[config.mk]
export PLATFORM = sky130hd
export DESIGN_NAME = load_store_unit
export DESIGN_NICKNAME = d
export VERILOG_FILES = /design/src/rtl/load_store_unit.sv
export SDC_FILE = /design/constraint.sdc
export NUM_CORES = 1
export LEC_CHECK = 0
export CAP_MARGIN = 10
export CORE_UTILIZATION = 43
export CTS_BUF_LIST = sky130_fd_sc_hd__clkbuf_16
export CTS_CLUSTER_DIAMETER = 60
export CTS_CLUSTER_SIZE = 24
export DETAILED_ROUTE_END_ITERATION = 6
export PLACE_DENSITY_LB_ADDON = 0.2
export SETUP_SLACK_MARGIN = 0.05
export SLEW_MARGIN = 20
export SYNTH_ARGS = -nofsm -noshare
export SYNTH_HDL_FRONTEND = slang
export SYNTH_SLANG_ARGS = --single-unit
[constraint.sdc]
create_clock -name clk -period 2.1 [get_ports clk]
set_input_delay 0.21 -clock clk [delete_from_list [all_inputs] [get_ports clk]]
set_output_delay 0.21 -clock clk [all_outputs]
set_load 0.005 [all_outputs]
[src/rtl/load_store_unit.sv]
// Single-outstanding load/store unit: aligns stores onto byte lanes, extracts and
// extends load data, and flags misaligned or illegal-size accesses without touching memory.
module load_store_unit #(
    parameter int ADDR_W = 32,
    parameter int DATA_W = 32
) (
    input  logic              clk,
    input  logic              rst_n,
    input  logic              req_valid,
    output logic              req_ready,
    input  logic              req_wr,
    input  logic [ADDR_W-1:0] req_addr,
    input  logic [DATA_W-1:0] req_wdata,
    input  logic [31:0]       req_len,
    input  logic              req_unsign,
    output logic              resp_valid,
    output logic [DATA_W-1:0] resp_rdata,
    output logic              resp_err,
    output logic              mem_req_valid,
    input  logic              mem_req_ready,
    output logic [ADDR_W-1:0] mem_addr,
    output logic              mem_we,
    output logic [3:0]        mem_wstrb,
    output logic [DATA_W-1:0] mem_wdata,
    input  logic              mem_rsp_valid,
    input  logic [DATA_W-1:0] mem_rdata
);

    typedef enum logic [1:0] {IDLE, REQ, WAIT, RESP} state_t;
    typedef enum logic [1:0] {SZ_BYTE, SZ_HALF, SZ_WORD} size_t;

    state_t            state, state_nxt;
    size_t             size_q, req_size;
    logic              wr_q, unsign_q, err_q;
    logic [ADDR_W-1:0] addr_q;
    logic [DATA_W-1:0] wdata_q, rdata_q;
    logic              handshake, req_legal;
    logic [1:0]        off;
    logic [4:0]        shamt;
    logic [3:0]        strobe;
    logic [DATA_W-1:0] shifted, load_ext;

    assign handshake = req_valid && (state == IDLE);

    // NOTE: every variable assigned in always_comb gets a default first, so no path infers a latch.
    always_comb begin
        req_size  = SZ_WORD;
        req_legal = 1'b0;
        case (req_len)
            32'd1: begin req_size = SZ_BYTE; req_legal = 1'b1;                     end
            32'd2: begin req_size = SZ_HALF; req_legal = ~req_addr[0];             end
            32'd4: begin req_size = SZ_WORD; req_legal = (req_addr[1:0] == 2'b00); end
            default: ;
        endcase
    end

    // NOTE: sequential state uses non-blocking assignments so every register samples pre-edge values.
    always_ff @(posedge clk or negedge rst_n) begin
        if (!rst_n) state <= IDLE;
        else        state <= state_nxt;
    end

    always_comb begin
        state_nxt = state;
        case (state)
            IDLE: if (req_valid)     state_nxt = req_legal ? REQ : RESP;
            REQ:  if (mem_req_ready) state_nxt = WAIT;
            WAIT: if (mem_rsp_valid) state_nxt = RESP;
            RESP:                    state_nxt = IDLE;
            default:                 state_nxt = IDLE;
        endcase
    end

    always_ff @(posedge clk or negedge rst_n) begin
        if (!rst_n) begin
            wr_q     <= 1'b0;
            unsign_q <= 1'b0;
            err_q    <= 1'b0;
            size_q   <= SZ_BYTE;
            addr_q   <= '0;
            wdata_q  <= '0;
            rdata_q  <= '0;
        end else begin
            if (handshake) begin
                wr_q     <= req_wr;
                unsign_q <= req_unsign;
                err_q    <= ~req_legal;
                size_q   <= req_size;
                addr_q   <= req_addr;
                wdata_q  <= req_wdata;
            end
            if (state == WAIT && mem_rsp_valid) rdata_q <= mem_rdata;
        end
    end

    assign off     = addr_q[1:0];
    assign shamt   = {off, 3'b000};
    assign shifted = rdata_q >> shamt;

    always_comb begin
        strobe   = 4'b1111;
        load_ext = shifted;
        case (size_q)
            SZ_BYTE: begin
                strobe   = 4'b0001 << off;
                load_ext = {{(DATA_W-8){~unsign_q & shifted[7]}}, shifted[7:0]};
            end
            SZ_HALF: begin
                strobe   = 4'b0011 << off;
                load_ext = {{(DATA_W-16){~unsign_q & shifted[15]}}, shifted[15:0]};
            end
            default: ;
        endcase
    end

    // Memory-side fields are forced to zero outside REQ so idle cycles show a quiet bus.
    assign req_ready     = (state == IDLE);
    assign resp_valid    = (state == RESP);
    assign resp_err      = (state == RESP) && err_q;
    assign resp_rdata    = (state == RESP && !wr_q && !err_q) ? load_ext : '0;
    assign mem_req_valid = (state == REQ);
    assign mem_addr      = mem_req_valid ? {addr_q[ADDR_W-1:2], 2'b00} : '0;
    assign mem_we        = mem_req_valid & wr_q;
    assign mem_wstrb     = (mem_req_valid && wr_q) ? strobe : 4'b0000;
    assign mem_wdata     = mem_req_valid ? (wdata_q << shamt) : '0;

endmodule

==> results.yml, run 1 <==
min_path:
  worst_hold_path_class: "in2async"
power:
  cellLeakagePower_nw: 4.45
  power_density_nw_per_um2: 1270
  peakVddDrop_uv: 760
timing:
  timing.final.max_slew_violations: 0
  finalCritPeriodShare: 1.19
  setup_ws_ns: -0.393
  grt_setup_unrepaired: "true"
  maximum_clock_rate_mhz: 401
  setup_viol: 68
  hold_violations: 0
  clock-skew-final_ns: 0.00626
  min_period_ns: 2.49
yosys:
  synth.distinct_cells: 39
  seq_area_frac_synth: 0.454
  synth_enable_flop_cells: 0
  synth_async_sr_flop_share: 1.00
  synth.yosys.warnings: 0
  synth.avg_cell_area_um2: 10.7
  synth.cell_area_um2: 5680
  ys_dominant_reg_cell: "sky130_fd_sc_hd__dfrtp_1"
  postSynthRegisterBits: 103
  syn_inst: 529
flow_run:
  cap_viol_max_count: 0
routing:
  drt_pass1_iterations: 4
  vias_per_cell: 5.21
  antenna_violating_nets_post_route: 0
  drc_errors: 0
  route.vias.total: 5324
  routed_wirelength_mm: 18.8
  routedWlPerCell_um: 18.4
  drt_first_iter_violations: 240
critical_path:
  critical-path-top-delay-family: "simple AND/OR/NAND/NOR gates"
  worst_path_max_delay_cell: "sky130_fd_sc_hd__or3b_4"
  cpPeakStageDelay_ns: 0.42
  timing.critical_path.mode_cell: "sky130_fd_sc_hd__buf_6"
  crit_arrival_ns: 2.28
  timing.critical_path.from_type: "register"
  worstPathRequired_ns: 1.89
  timing_worst_setup_path_type: "reg2out"
  path_max_fanout: 4
  timing.critical_path.to_type: "output pin"
  path_cells: "ha_2, or3b_4, buf_12, nor4b_4, buf_4, buf_6, buf_6, nand2_4, nand2_2, buf_2"
  cp.buffers_inverters: 5
layout:
  post-route-cell-area_um2: 9570
  mostFrequentLayoutCell: "sky130_fd_sc_hd__clkdlybuf4s50_1"
  layoutNonFillerInstCount: 1021
  area.growth.synth_to_final_pct: 68.5
  top_library_cells_by_usage_in_the_layout_fill_and_taps_aside: "134 x sky130_fd_sc_hd__clkdlybuf4s50_1, 102 x sky130_fd_sc_hd__dfrtp_1, 94 x sky130_fd_sc_hd__mux2_2, 56 x sky130_fd_sc_hd__buf_2, 50 x sky130_fd_sc_hd__buf_4"
  final_net_count: 983
  nFillCells: 884
  layout_cell_share_with_drive_strength_beyond_1: 0.469
  antenna_diode_instance_count: 0
status:
  run_status: "finished, violations left"
  failed_checks: "setup timing"
grt:
  grt_first_pass_wirelength_mm: 27.6
  number_of_global_route_vias_before_repair: 5399
  grtUsageTotal: 0.270
  grt_overflow_total: 0
  antenna_violations_before_repair: 0
  grt_start_max_net_pins: 47
floorplan:
  design.die.area_um2: 13700
  die_y_um: 117
  fp.dieW_um: 117
  top_level_i_o_count: 240
  num_rows: 41
  floorplan.core_area_um2: 12800
  initial_core_util: 0.445
clocking:
  cts.htree.levels: 3
  clock_sink_count: 103
  cts_tree: "yes"
  numCtsBuffers: 9
  insertion_delay_ns: 0.35
  clock_path_buffers: 2
  cts.reportedPaths.clkPinSlew_ns: 0.07
  root_buffer: "sky130_fd_sc_hd__clkbuf_16"
place:
  placed_cells: 942
  place.gp.congestion: 0.855
  port_buffers: 237
  post-place-ws_ns: -0.359
  place.detailed.hpwl_mm: 12.4
  dpl_cell_area_um2: 8460
==> state kept, by name, summed over array words and instances (netlist names) <==
register  count
err_q         1
state         2
size_q        2
wdata_q      32
unsign_q      1
rdata_q      32
wr_q          1
addr_q       32
==> through the flow <==
stage,hold slack (ns),TNS (ns),power [mW],utilization
finish,0.341,-10.72,12.1,0.749
CTS,0.354,-11.67,11.6,0.736
detailed placement,0.186,-7.44,8.89,0.663
global placement,0.179,-5.48,8.70,0.663
floorplan,-0.0856,0,6.63,-
global route,0.385,-14.67,12.8,0.749
==> final cells by class <==
type,count,area (um2),area share
timing repair buffer,342,3200,0.334
multi-input combinational,380,3250,0.340
sequential,103,2580,0.270
clock inverter,7,71.3,0.00745
tap,172,215,0.0225
inverter,8,32.5,0.00340
clock buffer,9,225,0.0235
==> layer usage <==
layer | vias up | part of all wire | GRT usage
li1 | 2471 | - | -
met1 | 2595 | 0.41 | 0.339
met2 | 219 | 0.50 | 0.459
met3 | 39 | 0.068 | 0.0530
met4 | 0 | 0.027 | 0.110
met5 | - | 0 | 0
==> path summary, 6_finish.rpt <==
kind | start | endpoint | slack (ns) | depth (start not counted)
worst max-delay path | state[1] | resp_rdata[28] | -0.39 | 10
worst min-delay path | rst_n | wdata_q[2] | 0.34 | 2
worst max register to register | state[0] | state[1] | -0.14 | 9
worst min register to register | rdata_q[4] | rdata_q[4] | 0.50 | 1
max in group asynchronous | rst_n | addr_q[22] | 1.16 | 3
min in group clk | req_addr[6] | addr_q[6] | 0.46 | 2
==> synthesized netlist by cell type, types with 2 or more instances <==
| cell | instances | area (um2) |
|---|---|---|
| sky130_fd_sc_hd__buf_6 | 2 | 22.5 |
| sky130_fd_sc_hd__mux2_2 | 99 | 1110 |
| sky130_fd_sc_hd__inv_1 | 8 | 30.0 |
| sky130_fd_sc_hd__a21oi_1 | 11 | 55.1 |
| sky130_fd_sc_hd__nor4_1 | 7 | 43.8 |
| sky130_fd_sc_hd__buf_4 | 3 | 22.5 |
| sky130_fd_sc_hd__nor2_1 | 30 | 113 |
| sky130_fd_sc_hd__xor2_1 | 2 | 17.5 |
| sky130_fd_sc_hd__a211oi_1 | 15 | 113 |
| sky130_fd_sc_hd__o21ai_0 | 25 | 125 |
| sky130_fd_sc_hd__dfrtp_1 | 103 | 2580 |
| sky130_fd_sc_hd__ha_1 | 4 | 50.1 |
| sky130_fd_sc_hd__a31oi_1 | 2 | 12.5 |
| sky130_fd_sc_hd__nor3_1 | 2 | 10.0 |
| sky130_fd_sc_hd__buf_1 | 4 | 15.0 |
| sky130_fd_sc_hd__mux2i_1 | 43 | 430 |
| sky130_fd_sc_hd__nor2b_1 | 9 | 56.3 |
| sky130_fd_sc_hd__nand4_1 | 2 | 12.5 |
| sky130_fd_sc_hd__and2_1 | 55 | 344 |
| sky130_fd_sc_hd__nand2_1 | 49 | 184 |
| sky130_fd_sc_hd__buf_2 | 15 | 75.1 |
| sky130_fd_sc_hd__clkbuf_1 | 15 | 56.3 |
| sky130_fd_sc_hd__and3_1 | 8 | 50.1 |
==> what timing repair did <==
action / in CTS / in global routing
pin swaps: 25 / 14
hold endpoints to repair: 29 / 0
setup endpoints to repair: 101 / 108
hold buffers: 1 / 0
buffers inserted: 46 / 14
gates cloned: 5 / 3
gates resized for setup: 389 / 157
==> report_power, final <==
group / switching, mW / total (mW) / internal (mW)
combinational: 2.81 / 6.67 / 3.86
clock: 0.765 / 1.69 / 0.927
sequential: 0.778 / 3.77 / 2.99
==> cells by family after synthesis <==
family / Yosys count / synth area share
AO/OA/AOI/OAI: 60 / 0.0676
XOR/XNOR: 2 / 0.00308
adder cells (fa/ha/maj): 4 / 0.00881
buffers and inverters: 47 / 0.0390
flip-flops: 103 / 0.454
multiplexers: 142 / 0.272
other: 1 / 0.000660
AND/OR/NAND/NOR: 170 / 0.155
(Power assumes the default switching activity.)
==> inputs of run 2 (changes only) <==
- SETUP_SLACK_MARGIN: 0.05 -> default
==> results.yml, run 2 (same netlist as run 1, synthesis figures left out) <==
layout:
  reg_top3: "addr_q x32, rdata_q x32, wdata_q x32"
  antenna_diode_instance_count: 0
  final_net_count: 984
  top_library_cells_by_usage_in_the_layout_fill_and_taps_aside: "134 x sky130_fd_sc_hd__clkdlybuf4s50_1, 102 x sky130_fd_sc_hd__dfrtp_1, 98 x sky130_fd_sc_hd__mux2_2, 57 x sky130_fd_sc_hd__buf_4"
  area.growth.synth_to_final_pct: 68.9
  mostFrequentLayoutCell: "sky130_fd_sc_hd__clkdlybuf4s50_1"
  nFillCells: 877
  layout_cell_share_with_drive_strength_beyond_1: 0.455
  post-route-cell-area_um2: 9600
timing:
  timing.final.max_slew_violations: 0
  clock-skew-final_ns: 0.00947
  finalCritPeriodShare: 1.21
  min_period_ns: 2.54
  maximum_clock_rate_mhz: 394
  grt_setup_unrepaired: "true"
  hold_violations: 0
  setup_viol: 61
  setup_ws_ns: -0.439
power:
  post-layout-total-power_mw: 12.1
  peakVddDrop_uv: 680
  cellLeakagePower_nw: 4.41
  power_density_nw_per_um2: 1270
place:
  post-place-ws_ns: -0.359
  place.detailed.hpwl_mm: 12.4
  dpl_cell_area_um2: 8460
  place.gp.congestion: 0.855
  port_buffers: 237
grt:
  grt_start_max_net_pins: 47
  grtUsageTotal: 0.267
  antenna_violations_before_repair: 0
  grt_first_pass_wirelength_mm: 27.4
  number_of_global_route_vias_before_repair: 5422
  grt_overflow_total: 0
critical_path:
  timing_worst_setup_path_type: "reg2out"
  r2r_start: "state[0]"
  crit_arrival_ns: 2.33
  setup.worst_path.start: "state[1]"
  timing.critical_path.from_type: "register"
  path_max_fanout: 4
  timing.critical_path.to_type: "output pin"
  worstPathRequired_ns: 1.89
clocking:
  clock_sink_count: 103
  cts.reportedPaths.clkPinSlew_ns: 0.07
  cts_tree: "yes"
  cts.htree.levels: 3
  numCtsBuffers: 9
  insertion_delay_ns: 0.35
  clock_path_buffers: 2
  root_buffer: "sky130_fd_sc_hd__clkbuf_16"
routing:
  vias_per_cell: 5.29
  drt_first_iter_violations: 298
  routedWlPerCell_um: 18.6
  drt_pass1_iterations: 4
  antenna_violating_nets_post_route: 0
  route.vias.total: 5406
  routed_wirelength_mm: 19.0
  drc_errors: 0
flow_run:
  cap_viol_max_count: 0
status:
  run_status: "finished, violations left"
  failed_checks: "setup timing"
floorplan:
  initial_core_util: 0.445
  top_level_i_o_count: 240
  die_y_um: 117
  design.die.area_um2: 13700
  num_rows: 41
  fp.dieW_um: 117
  floorplan.core_area_um2: 12800
min_path:
  worst_hold_path_class: "in2async"
[run 2: cell types whose count changed in the layout (fill, tap and decap cells not counted), sizes merged]
cell	change
buf	-16
clkdlybuf4s15	+8
dlygate4sd2	-1
clkbuf	+10
[run 2: metal layers]
layer / global-route usage / part of all wire / vias up
met5: 0 / 0 / -
met4: 0.100 / 0.025 / 0
met3: 0.0541 / 0.061 / 34
met2: 0.458 / 0.49 / 219
met1: 0.334 / 0.43 / 2682
li1: - / - / 2471
[run 2: power by group]
| group | internal [mW] | switching [mW] | leakage [nW] |
|---|---|---|---|
| logic | 3.87 | 2.80 | 3.05 |
| registers | 2.99 | 0.790 | 1.21 |
| clock network | 0.927 | 0.771 | 0.140 |
[run 2: final timing paths]
path | end | slack (ns) | cells past startpoint
hold / removal | wdata_q[2] | 0.34 | 2
setup / recovery | resp_rdata[17] | -0.44 | 8
min in group clk | addr_q[6] | 0.46 | 2
max in group asynchronous | addr_q[23] | 1.15 | 3
hold reg to reg | addr_q[30] | 0.50 | 1
setup reg to reg | state[1] | -0.16 | 9
[run 2: repair_timing]
action                                  4_1_cts  5_1_grt
setup buffers                                38       21
resized for setup                           334      171
hold buffers                                  1        0
endpoints found under the setup margin      100      127
pin swaps                                    21       15
cloned                                        5        6
endpoints found under the hold margin        29        0
[run 2: per-stage QoR]
stage / utilization / hold slack [ns] / instances / setup TNS (ns)
floorplan: - / -0.0856 / 530 / 0
finish: 0.751 / 0.339 / 1022 / -10.94
detailed placement: 0.663 / 0.186 / 942 / -7.44
global placement: 0.663 / 0.179 / 942 / -5.48
CTS: 0.728 / 0.354 / 1002 / -11.96
global route: 0.751 / 0.388 / 1022 / -13.90
[run 2: area by class of cell]
cell class | instances | area (um2) | area share
Multi-Input combinational cell | 380 | 3230 | 0.337
Sequential cell | 103 | 2580 | 0.269
Timing Repair Buffer | 343 | 3240 | 0.338
Inverter | 8 | 32.5 | 0.00339
Clock buffer | 9 | 225 | 0.0235
Tap cell | 172 | 215 | 0.0224
Clock inverter | 7 | 71.3 | 0.00743
[run 2: worst max-delay path: stages, from the launching register on]
cell and delay, ns:
sky130_fd_sc_hd__dfrtp_1 0.38, sky130_fd_sc_hd__ha_2 0.19, sky130_fd_sc_hd__or3b_4 0.42, sky130_fd_sc_hd__buf_12 0.15
sky130_fd_sc_hd__nand3b_1 0.28, sky130_fd_sc_hd__buf_4 0.23, sky130_fd_sc_hd__buf_6 0.11, sky130_fd_sc_hd__o21ai_2 0.10
sky130_fd_sc_hd__buf_2 0.12
